**src/rtl/music_note_sequencer.sv**
```systemverilog
// music_note_sequencer: plays a score held in an internal RAM, one entry per note.
// Each entry is {last, duration[5:0] beats, select[5:0]}; a note sounds for
// duration*BEAT_DIV - GAP_CYCLES cycles followed by a GAP_CYCLES silent gap.
// Build option: define MUSIC_SEQ_LOOP_EN to replay the score from address 0
// at the end instead of returning to idle with a done pulse.
// GAP_CYCLES is expected to be at least 1 and below BEAT_DIV.
module music_note_sequencer #(
   parameter int unsigned DEPTH      = 32,
   parameter int unsigned BEAT_DIV   = 25000000,
   parameter int unsigned GAP_CYCLES = 2500000,
   localparam int unsigned AW        = $clog2(DEPTH)
) (
   input  logic          clk,
   input  logic          reset,
   input  logic          wr_en,
   input  logic [AW-1:0] wr_addr,
   input  logic [12:0]   wr_data,
   input  logic          start,
   input  logic          stop,
   output logic [5:0]    select,
   output logic          note_on,
   output logic          busy,
   output logic          done,
   output logic [AW-1:0] cur_addr
);

   localparam longint unsigned MAX_CNT = 64'(63) * 64'(BEAT_DIV);
   localparam int unsigned     CW      = 32'($clog2(MAX_CNT + 64'd1));

   typedef enum logic [1:0] {IDLE, FETCH, PLAY, GAP} state_t;

   state_t          state, state_nxt;
   logic [AW-1:0]   addr_nxt;
   logic [CW-1:0]   cnt, cnt_nxt;
   logic            last_q, last_nxt;
   logic            load_sel_c;
   logic            done_nxt, note_on_nxt, busy_nxt;
   logic [5:0]      select_nxt;
   logic [12:0]     mem [DEPTH];
   logic [12:0]     rd_data;
   logic [5:0]      dur_eff_c;
   logic [CW-1:0]   play_len_c;

   // Zero-beat entries play as one beat; play length excludes the gap.
   always_comb begin
      dur_eff_c  = (rd_data[11:6] == 6'd0) ? 6'd1 : rd_data[11:6];
      play_len_c = CW'(dur_eff_c) * CW'(BEAT_DIV) - CW'(GAP_CYCLES);
   end

   // Score RAM: writes only while idle; read address follows the next address
   // so the entry is already on rd_data during FETCH.
   always_ff @(posedge clk) begin
      if (!reset && wr_en && state == IDLE)
         mem[wr_addr] <= wr_data;
      rd_data <= mem[addr_nxt];
   end

   // State register with address, cycle counter and last-entry flag.
   always_ff @(posedge clk) begin
      if (reset) begin
         state    <= IDLE;
         cur_addr <= '0;
         cnt      <= '0;
         last_q   <= 1'b0;
      end else begin
         state    <= state_nxt;
         cur_addr <= addr_nxt;
         cnt      <= cnt_nxt;
         last_q   <= last_nxt;
      end
   end

   // Next-state logic: sequencing through the score, stop aborts silently.
   always_comb begin
      state_nxt  = state;
      addr_nxt   = cur_addr;
      cnt_nxt    = cnt;
      last_nxt   = last_q;
      load_sel_c = 1'b0;
      done_nxt   = 1'b0;
      case (state)
         IDLE: begin
            if (start && !stop) begin
               state_nxt = FETCH;
               addr_nxt  = '0;
            end
         end
         FETCH: begin
            state_nxt  = PLAY;
            cnt_nxt    = play_len_c - CW'(1);
            last_nxt   = rd_data[12];
            load_sel_c = 1'b1;
         end
         PLAY: begin
            if (cnt == '0) begin
               state_nxt = GAP;
               cnt_nxt   = CW'(GAP_CYCLES - 1);
            end else begin
               cnt_nxt = cnt - CW'(1);
            end
         end
         GAP: begin
            if (cnt == '0) begin
               if (last_q || cur_addr == AW'(DEPTH - 1)) begin
`ifdef MUSIC_SEQ_LOOP_EN
                  state_nxt = FETCH;
                  addr_nxt  = '0;
`else
                  state_nxt = IDLE;
                  done_nxt  = 1'b1;
`endif
               end else begin
                  state_nxt = FETCH;
                  addr_nxt  = cur_addr + AW'(1);
               end
            end else begin
               cnt_nxt = cnt - CW'(1);
            end
         end
         default: state_nxt = IDLE;
      endcase
      if (stop && state != IDLE) begin
         state_nxt  = IDLE;
         cnt_nxt    = '0;
         load_sel_c = 1'b0;
         done_nxt   = 1'b0;
      end
   end

   // Output decode from the next state; select only changes when a note loads.
   always_comb begin
      note_on_nxt = (state_nxt == PLAY);
      busy_nxt    = (state_nxt != IDLE);
      select_nxt  = load_sel_c ? rd_data[5:0] : select;
   end

   // Output registers.
   always_ff @(posedge clk) begin
      if (reset) begin
         select  <= '0;
         note_on <= 1'b0;
         busy    <= 1'b0;
         done    <= 1'b0;
      end else begin
         select  <= select_nxt;
         note_on <= note_on_nxt;
         busy    <= busy_nxt;
         done    <= done_nxt;
      end
   end

endmodule

```
**config.mk**
```make
export PLATFORM = sky130hd
export DESIGN_NAME = music_note_sequencer
export DESIGN_NICKNAME = d
export VERILOG_FILES = /design/src/rtl/music_note_sequencer.sv
export SDC_FILE = /design/constraint.sdc
export NUM_CORES = 1
export LEC_CHECK = 0
export ABC_AREA = 1
export BUFFER_PORTS_ARGS = -buffer_cell sky130_fd_sc_hd__clkbuf_2
export CAP_MARGIN = 20
export CORE_MARGIN = 3
export CORE_UTILIZATION = 40
export CTS_CLUSTER_DIAMETER = 80
export CTS_CLUSTER_SIZE = 8
export DETAILED_ROUTE_END_ITERATION = 7
export PLACE_DENSITY = 0.64
export SYNTH_ARGS = -nofsm -noshare
export SYNTH_HDL_FRONTEND = slang
export SYNTH_SLANG_ARGS = --single-unit
```
**constraint.sdc**
```tcl
create_clock -name clk -period 5.1 [get_ports clk]
set_input_delay 1.02 -clock clk [delete_from_list [all_inputs] [get_ports clk]]
set_output_delay 1.02 -clock clk [all_outputs]
set_load 0.02 [all_outputs]
```
**Word-level counts from Yosys, hierarchy flattened**

Memories as Yosys holds them, arrays and structs flattened. A register that Yosys moved wholly into a read port is not among the register bits.
Cells that the tools add are included.

- Register bits: 48
- Memories kept: 1
- Output and inout bits: 14
- Input bits: 23
- Bits in writable memories: 416
- Logic and storage cells: 57

Memory list:

| name | depth | width | rd ports | clocked after memory_dff | wr ports | line | RTL |
|---|---|---|---|---|---|---|---|
| mem | 32 | 13 | 1 | 1 | 1 | 39 | `logic [12:0] mem [DEPTH];` |

- Eq/ne operators: 6
- Reductions and logical operators: 16
- $add $sub $neg: 4
- Bitwise gates (word level): 2
- Muxes and demuxes: 19
- Multiply operators: 1

Operators with widths:

| cell | number |
|---|---|
| $pmux 31 s3 | 1 |
| $mux 31 | 2 |
| $sub 31x1->31 const B | 2 |
| $logic_not 31->1 | 1 |
| $sub 31x22->31 const B | 1 |
| $mul 6x19->25 const B | 1 |
| $mux 5 | 3 |
| $pmux 5 s2 | 1 |
| $mux 2 | 4 |
| $pmux 2 s4 | 1 |
| $eq 2x2->1 const B | 3 |
| $logic_not 6->1 | 1 |
| $mux 1 | 6 |
| $mux 6 | 1 |
| $add 5x1->5 const B | 1 |
| $eq 5x5->1 const B | 1 |
| $logic_and 1x1->1 | 4 |
| $reduce_bool 2->1 | 2 |
| $reduce_or 4->1 | 1 |
| $reduce_bool 3->1 | 1 |
| $eq 2x1->1 const B | 1 |
| $logic_not 1->1 | 2 |
| $logic_not 2->1 | 1 |
| $ne 2x2->1 const B | 1 |
| 4 further kinds | 5 |

**Depth between registers and ports, before layout**

Gate-level depths: netlist of the first run.

- Depth after elaboration: 7
- Mapped depth: 27
- Mapped depth without buffers: 27

**Worst setup path before layout of the first run**

No wires, ideal clock.

- Path kind: reg2reg
- Start point: register rd_data[10], read port of mem
- End point: register cnt[30]
- Period minus slack after synthesis: 4117 ps
- Arrival time: 4047 ps
- Cell stages (with the launch flop): 22
- Setup slack: 983 ps
- Setup time: 70 ps
- Cell sequence: dfxtp_1 inv_1 ha_1 nand4_1 nand2_1 ha_1 inv_1 fa_1 inv_1 fa_1 ha_1 a21oi_1 nand2_1 a21oi_1 xor2_1 and2_1 nand2_1 nand2_1 nand2_1 o21ai_0 nand3_1 a21oi_1

- Word-level cells in the longest chain between the ends: 6

Ends and longest elaborated chain:

| item | line | RTL |
|---|---|---|
| from (decl) | 40 | `logic [12:0] rd_data;` |
| $logic_not 6->1 | 46 | `dur_eff_c = (rd_data[11:6] == 6'd0) ? 6'd1 : rd_data[11:6];` |
| $mux 6 (*) | 46 |  |
| $mul 6x19->25 (*) | 47 | `play_len_c = CW'(dur_eff_c) * CW'(BEAT_DIV) - CW'(GAP_CYCLES);` |
| $sub 31x22->31 (*) | 47 |  |
| $sub 31x1->31 (*) | 90 | `cnt_nxt = play_len_c - CW'(1);` |
| $pmux 31 s3 (*) | 81 | `case (state)` |
| to (signal assigned) | 68 | `cnt <= cnt_nxt;` |
| to (decl) | 34 | `logic [CW-1:0] cnt, cnt_nxt;` |

Every way passes the cells marked *; elsewhere a longest branch is shown, timed or not.
A chain may end at the register's enable or synchronous reset.

**Final worst setup path of the first run**

- Start point: register rd_data[11], read port of mem
- End point: register cnt[30]

The elaborated chain is that of the path after synthesis.

==> results of run 1 <==
synth_stat cells (6+ instances only):
cell type	number
buf_2	42
a21oi_1	57
nand3b_1	94
buf_4	10
nand3_1	508
ha_1	47
nor2_2	6
nand4_1	6
inv_1	452
clkbuf_1	50
dfxtp_1	61
nor3_1	7
nor2_1	147
nand2_1	480
fa_1	19
a31oi_1	18
o21ai_0	65
buf_6	12
xor2_1	20
edfxtp_1	416
xnor2_1	11
cell families (layout without fill, tap and decap cells):
logic type               after synthesis  in the layout  synth area share
AO/OA/AOI/OAI                        164            164            0.0379
XOR/XNOR                              31             31            0.0113
adder cells (fa/ha/maj)               66             66            0.0403
buffers and inverters                572            647            0.0969
flip-flops                           477            477             0.571
AND/OR/NAND/NOR                     1262           1262             0.243
worst register-to-register path, stage by stage, from the launching register on:
cell and delay (ns):
dfxtp_1 0.43, inv_1 0.08, ha_1 0.18, nand4_1 0.17, nand2_1 0.16, ha_1 0.32
inv_1 0.18, fa_1 0.46, inv_1 0.09, fa_1 0.42, ha_1 0.36, a21oi_1 0.14
nand2_1 0.14, a21oi_1 0.18, xor2_1 0.28, and2_1 0.19, nand2_1 0.08, nand2_1 0.14
nand2_1 0.12, o21ai_0 0.17, nand3_1 0.09, a21oi_1 0.13
worst max path at each step:
stage,cells past startpoint,endpoint,startpoint
2_1_floorplan,21,cnt[30],rd_data[10]
3_3_place_gp,22,cnt[30],rd_data[10]
3_5_place_dp,21,cnt[30],rd_data[10]
4_1_cts,21,cnt[30],rd_data[10]
5_1_grt,21,cnt[30],rd_data[11]
6_report,21,cnt[30],rd_data[11]
per-stage QoR:
| stage | hold WS [ns] | cell area, µm² | worst slack [ns] |
|---|---|---|---|
| floorplan | 0.431 | 24000 | 0.983 |
| global placement | 0.442 | 25100 | 0.551 |
| detailed placement | 0.451 | 25100 | 0.459 |
| CTS | 0.464 | 27100 | 0.436 |
| global route | 0.487 | 27100 | 0.0508 |
| finish | 0.459 | 27100 | 0.524 |
area by class of cell:
class / count / area, µm²
sequential: 477 / 13700
fill: 5571 / 32100
timing repair buffer: 95 / 726
inverter: 454 / 1700
clock buffer: 90 / 1850
clock inverter: 8 / 150
multi-input combinational: 1523 / 8010
tap: 773 / 967
per-layer routing:
| layer | up-vias | part of all wire |
|---|---|---|
| met2 | 562 | 0.47 |
| li1 | 8590 | - |
| met3 | 129 | 0.063 |
| met4 | 0 | 0.035 |
| met5 | - | 0 |
| met1 | 8564 | 0.43 |
sequential cells by signal, indices dropped and copies added (netlist names):
register and count:
mem 416, cnt 31, rd_data 13, select 6, cur_addr 5, state 2, busy 1, done 1
last_q 1, note_on 1
==> impl_metrics.toml, run 1 <==
[clock_tree]
clk_pin_slew_worst_paths_ns = 0.05
cts-root-buf = "clkbuf_16"
postCtsSetupBuffers = 0
h-tree-depth = 3
cts_buffers = 70
cts_tree = "yes"
insertion_delay_ns = 0.60
clk_path_buf_depth = 3
cts_resized = 0
cts.sinks = 477
holdBufCountCts = 0

[global_route]
grt_max_degree = 170
top_usage_layer = "met2"
grt_first_pass_wirelength_um = 98400
gr-total-overflow = 0
grtUsageMet1 = 0.267
first_global_vias = 17400
grt_usage = 0.201
antenna_found_initial = 0
grt_util_met3 = 0.0352
use_met2 = 0.329

[route]
vias = 17800
dr.first_iter.drc_count = 1640
drcViolationCount = 0
drt-total-wl_um = 63700
avgRoutedWirePerCell_um = 18.6
antenna_left = 0
viasPerCell = 5.22
firstDrtPassIters = 5

[setup_path]
r2r_end = "cnt[30]"
crit_type = "flip-flop to flip-flop"
crit_buf_inv = 3
slowest_stage = "fa_1"
critPathTopFamily = "adder cells"
worstPathRequired_ns = 5.62
slowest_delay_ns = 0.46
crit_chain = "inv_1 -> ha_1 -> nand4_1 -> nand2_1 -> ha_1 -> inv_1 -> fa_1 -> inv_1 -> fa_1 -> ha_1 -> a21oi_1 -> nand2_1 -> a21oi_1 -> xor2_1 -> and2_1 -> nand2_1 -> nand2_1 -> nand2_1 -> o21ai_0 -> nand3_1 -> a21oi_1"
critPathMaxFanout = 5
endpoint_kind = "flip-flop"
setup.worst_path.start_class = "flip-flop"
timing.reg2reg.setup_slack_ns = 0.52
rr_startpoint = "rd_data[11]"
worst_path_most_repeated_cell = "nand2_1"
rr_worst_depth = 21
cp.arrival_ns = 5.09

[final_layout]
final_nets = 2710
diodes = 0
areaGrowthSynthToFinish_pct = 12.9
final_cells = 3420
final_common_cell = "nand3_1"
layout_common_cells = "508 x nand3_1, 478 x nand2_1, 452 x inv_1"
drive_gt1_frac = 0.0752
final_util = 0.458

[hold_path]
hp-class = "flip-flop to flip-flop"
hold_start = "rd_data[12]"
hold_depth = 2
hold_path_end = "last_q"

[timing]
post-route-period-util = 0.897
worst_pin_slew_ns = 0.954
relSlewSlack = 0.364
tns_ns = 0
hold_viol_final = 0
slew_viol_final = 0
setup_violations = 0
rsz0062_at_grt = "no"
max_freq_mhz = 219
worst_clock_skew_ns = 0.0310
finalCriticalPeriod_ns = 4.58

[logic_synthesis]
yosys-top-cells-area = "edfxtp_1 52%, nand3_1 11%, nand2_1 7.5%"
ys_async_sr_fraction = 0
synth.avg_cell_area_um2 = 9.34
ys_ff_latch = 477
ys_seq_area_frac = 0.571
synthDistinctLibCells = 43
yosysWarningCount = 0
syn-num-nets = 2661
netlist_area_um2 = 24000
synth_edf_count = 416
ys.flop_type = "edfxtp_1"
yosysTopAreaCellShare = 0.520
yosysTopAreaCell = "edfxtp_1"
syn_inst = 2572

[placed_design]
hpwl_um = 38200
gp_congestion = 0.869
placedCellCount = 3320
port_buffers = 36

[floorplanning]
die_h_um = 251
die_area_um2 = 63000
initial_utilization = 0.405
rows = 89
pin_count = 37
die_width_um = 251
core-area_um2 = 59200

[flow_run]
maxCapViolations = 0

[status]
status = "finished, final reports clean"
Power of run 1 is not shown: default switching activity piles up to over one toggle a cycle in this logic, so the estimate is an artifact.
==> run 2: changes to the inputs <==
- PLACE_DENSITY: 0.64 -> 0.66
- clock period: 5.1 -> 3.9 ns (I/O delays scaled with it)
==> run 2 against run 1 <==
Against the previous run: die area unchanged; critical endpoint unchanged; hold slack about the same; cell count up 2.1%; the flow now finishes with violations (setup timing).
==> impl_metrics.toml, run 2 (synthesis gave the netlist of run 1 again) <==
[clock_tree]
clk_path_buf_depth = 3
h-tree-depth = 3
clk_pin_slew_worst_paths_ns = 0.05
cts_tree = "yes"
cts.sinks = 477
cts_buffers = 70
holdBufCountCts = 0
insertion_delay_ns = 0.60
cts-root-buf = "clkbuf_16"

[status]
violations = "setup timing"
status = "finished with violations"

[timing]
slew_viol_final = 0
rsz0062_at_grt = "yes"
post-route-period-util = 1.01
worst_clock_skew_ns = 0.0249
setup_violations = 4
hold_viol_final = 0
worst_pin_slew_ns = 1.05
fin_ws_ns = -0.0351
finalCriticalPeriod_ns = 3.94
relSlewSlack = 0.299
max_freq_mhz = 254

[placed_design]
gp_congestion = 0.887
dpl-instance-area_um2 = 25700
port_buffers = 36
hpwl_um = 38800

[route]
vias = 18300
viasPerCell = 5.24
antenna_left = 0
avgRoutedWirePerCell_um = 18.2
firstDrtPassIters = 5
drt-total-wl_um = 63700
dr.first_iter.drc_count = 1872
drcViolationCount = 0

[final_layout]
final_nets = 2787
areaGrowthSynthToFinish_pct = 18.6
final_common_cell = "nand3_1"
layout_common_cells = "498 x nand3_1, 433 x inv_1, 431 x nand2_1"
final_util = 0.481
finalInstanceArea_um2 = 28500
regMostFlops = "mem"
drive_gt1_frac = 0.157
largest_reg_flops = 416
largestRegisters = "mem x416, cnt x31, rd_data x13"

[setup_path]
endpoint_kind = "flip-flop"
cp.arrival_ns = 4.42
critPathMaxFanout = 4
crit_type = "flip-flop to flip-flop"
setup.worst_path.start_class = "flip-flop"
worstPathRequired_ns = 4.38

[floorplanning]
pin_count = 37
initial_utilization = 0.405
die_width_um = 251
die_area_um2 = 63000
die_h_um = 251
rows = 89
core-area_um2 = 59200

[global_route]
first_global_vias = 18100
gr-total-overflow = 0
grt_first_pass_wirelength_um = 98500
antenna_found_initial = 2
grt_usage = 0.199
grt_max_degree = 128

[flow_run]
maxCapViolations = 0

[hold_path]
hp-class = "flip-flop to flip-flop"
-- run 2: path summary, 6_finish.rpt --
path,slack (ns),end,cells past startpoint,startpoint
hold reg to reg,0.46,last_q,2,rd_data[12]
hold / removal,0.46,last_q,2,rd_data[12]
setup reg to reg,-0.04,cnt[30],24,rd_data[10]
setup / recovery,-0.04,cnt[30],24,rd_data[10]
-- run 2: area by class of cell --
class                           instances  area (µm²)
Timing Repair Buffer                  172        1350
Clock inverter                          8         154
Tap cell                              773         967
Inverter                              454        1710
Fill cell                            5402       30700
Sequential cell                       477       13700
Clock buffer                           83        1820
Antenna cell                            2        5.00
Multi-Input combinational cell       1523        8770
-- run 2: critical path, cell delays in order, from the launching register on --
cell and delay, ns:
dfxtp_4 0.35, buf_6 0.12, fa_1 0.54, inv_2 0.08
fa_1 0.50, xor2_1 0.19, ha_1 0.20, o21bai_4 0.19
ha_4 0.18, buf_4 0.13, inv_2 0.08, nand2_2 0.08
a21oi_2 0.18, nand2_4 0.08, buf_4 0.13, nand3_1 0.08
nand2_1 0.05, nand2_1 0.05, nand2_1 0.07, nor2_1 0.13
nand2_2 0.09, nor2_2 0.10, nand2_1 0.06, nand3_1 0.09
a21oi_1 0.06
-- run 2: through the flow --
step	worst slack [ns]	cells	hold WS (ns)	TNS, ns
2_1_floorplan	0.00802	2572	0.431	0
3_3_place_gp	-0.215	3388	0.442	-1.18
3_5_place_dp	-0.260	3388	0.447	-2.14
4_1_cts	-0.0937	3482	0.466	-0.290
5_1_grt	-0.266	3490	0.502	-1.91
6_report	-0.0351	3492	0.459	-0.0736
-- run 2: layer usage --
layer / global-route usage / share of wire
met1: 0.251 / 0.40
met2: 0.349 / 0.50
met3: 0.0332 / 0.068
met4: 0.0688 / 0.029
met5: 0 / 0
-- run 2: timing repair --
item | 4_1_cts | 5_1_grt
hold endpoints to repair | 0 | 0
endpoints found under the setup margin | 12 | 18
pin swaps | 34 | 87
resized for setup | 56 | 146
buffers inserted | 3 | 8
gates cloned | 0 | 0
Power of run 2 is left out for the same reason.
==> run 3: changes to the inputs <==
- PLACE_DENSITY: 0.66 -> 0.64
- clock period: 3.9 -> 3.7 ns (I/O delays scaled with it)
==> run 3 against run 2 <==
Against the previous run: the flow still finishes with violations (setup timing); critical path type unchanged; clock skew shrank 0.0012 ns; via count shrank 1.3%; first-iteration DRC count shrank 21%; critical path depth shrank 4; register-to-register slack lost 0.24 ns.
==> impl_metrics.toml, run 3 (synthesis gave the netlist of run 1 again) <==
[global_route]
grt_max_degree = 100
grt_usage = 0.204
first_global_vias = 18100
gr-total-overflow = 0
antenna_found_initial = 1
grt_first_pass_wirelength_um = 100000

[clock_tree]
h-tree-depth = 3
insertion_delay_ns = 0.61
clk_path_buf_depth = 3
cts_buffers = 70
cts_tree = "yes"
holdBufCountCts = 0
clk_pin_slew_worst_paths_ns = 0.06
cts.sinks = 477
cts-root-buf = "clkbuf_16"

[route]
wl_met2_um = 31300
firstDrtPassIters = 5
viasPerCell = 5.15
vias = 18100
drcViolationCount = 0
dr.first_iter.drc_count = 1488
avgRoutedWirePerCell_um = 18.1
met1Wirelength_um = 26400
antenna_left = 0
drt-total-wl_um = 63500
highest_layer = "met5"
wl_met3_um = 3600

[hold_path]
hp-class = "primary input to flip-flop"

[setup_path]
endpoint_kind = "flip-flop"
cp.arrival_ns = 4.51
slowest_delay_ns = 0.54
setup.worst_path.start_class = "flip-flop"
crit_chain = "buf_4 -> fa_1 -> inv_2 -> fa_1 -> xor2_1 -> ha_1 -> o21bai_1 -> ha_1 -> nand2_2 -> nand2_2 -> a21oi_2 -> nand2_4 -> buf_4 -> xor2_4 -> buf_12 -> nand2_4 -> nand2_4 -> o21bai_1 -> nand3_1 -> a21oi_1"
slowest_stage = "fa_1"
timing.reg2reg.setup_slack_ns = -0.27
crit_type = "flip-flop to flip-flop"
rr_startpoint = "rd_data[10]"
critPathMaxFanout = 4
rr_worst_depth = 20
worstPathRequired_ns = 4.23
r2r_end = "cnt[29]"
crit_path_end = "cnt[29]"
worst_path_most_repeated_cell = "nand2_4"
cp-startpoint = "rd_data[10]"

[final_layout]
layout_common_cells = "501 x nand3_1, 453 x nand2_1, 444 x inv_1"
finalInstanceArea_um2 = 28400
drive_gt1_frac = 0.136
areaGrowthSynthToFinish_pct = 18.2
largest_reg_flops = 416
largestRegisters = "mem x416, cnt x31, rd_data x13"
final_common_cell = "nand3_1"
diodes = 0
regMostFlops = "mem"
final_util = 0.479
final_nets = 2791

[floorplanning]
rows = 89
die_width_um = 251
pin_count = 37
die_h_um = 251
die_area_um2 = 63000
core-area_um2 = 59200
initial_utilization = 0.405

[status]
violations = "setup timing"
status = "finished with violations"

[timing]
relSlewSlack = 0.369
post-route-period-util = 1.07
hold_viol_final = 0
setup_violations = 11
max_freq_mhz = 252
rsz0062_at_grt = "yes"
holdWs_ns = 0.470
fin_ws_ns = -0.271
worst_clock_skew_ns = 0.0238
slew_viol_final = 0
finalCriticalPeriod_ns = 3.97
worst_pin_slew_ns = 0.946

[placed_design]
post-place-ws_ns = -0.357
dpl-instance-area_um2 = 25900
port_buffers = 36
hpwl_um = 39600
gp_congestion = 0.889

[flow_run]
maxCapViolations = 0
[run 3: layout make-up]
| type | instances | area (µm²) |
|---|---|---|
| clock buffer | 97 | 1870 |
| clock inverter | 8 | 164 |
| fill | 5502 | 30800 |
| inverter | 454 | 1710 |
| multi-input combinational | 1523 | 8520 |
| sequential | 477 | 13700 |
| tap | 773 | 967 |
| timing repair buffer | 176 | 1440 |
[run 3: how the worst min path moves through the flow]
stage	from	end	cells after the start
after floorplan	rd_data[12]	last_q	2
after global placement	rd_data[0]	select[0]	2
after detailed placement	rd_data[3]	select[3]	2
after CTS	reset	cur_addr[0]	2
after global routing	reset	state[0]	2
final	reset	cur_addr[0]	2
[run 3: what timing repair did]
action                     in CTS  in global routing
resized for setup              42                 47
setup endpoints to repair      12                 15
pin swaps                      23                  7
buffers inserted                4                  5
[run 3: stage by stage]
stage | instances | TNS (ns)
finish | 3508 | -2.34
floorplan | 2572 | -0.581
global placement | 3394 | -2.48
global route | 3508 | -5.15
CTS | 3502 | -1.93
detailed placement | 3394 | -3.25
[run 3: per-layer routing]
metal | vias to the layer above | GRT usage
met5 | - | 0
met4 | 2 | 0.0743
li1 | 8750 | -
met3 | 143 | 0.0326
met1 | 8638 | 0.259
met2 | 547 | 0.353
[run 3: critical path: cells and delay by family (launching register included)]
kind / cells / cell delay [ns]
AND/OR/NAND/NOR: 6 / 0.54
buffers and inverters: 4 / 0.50
XOR/XNOR: 2 / 0.33
flip-flops: 1 / 0.35
AO/OA/AOI/OAI: 4 / 0.62
adder cells (fa/ha/maj): 4 / 1.58
Power of run 3 is left out for the same reason.
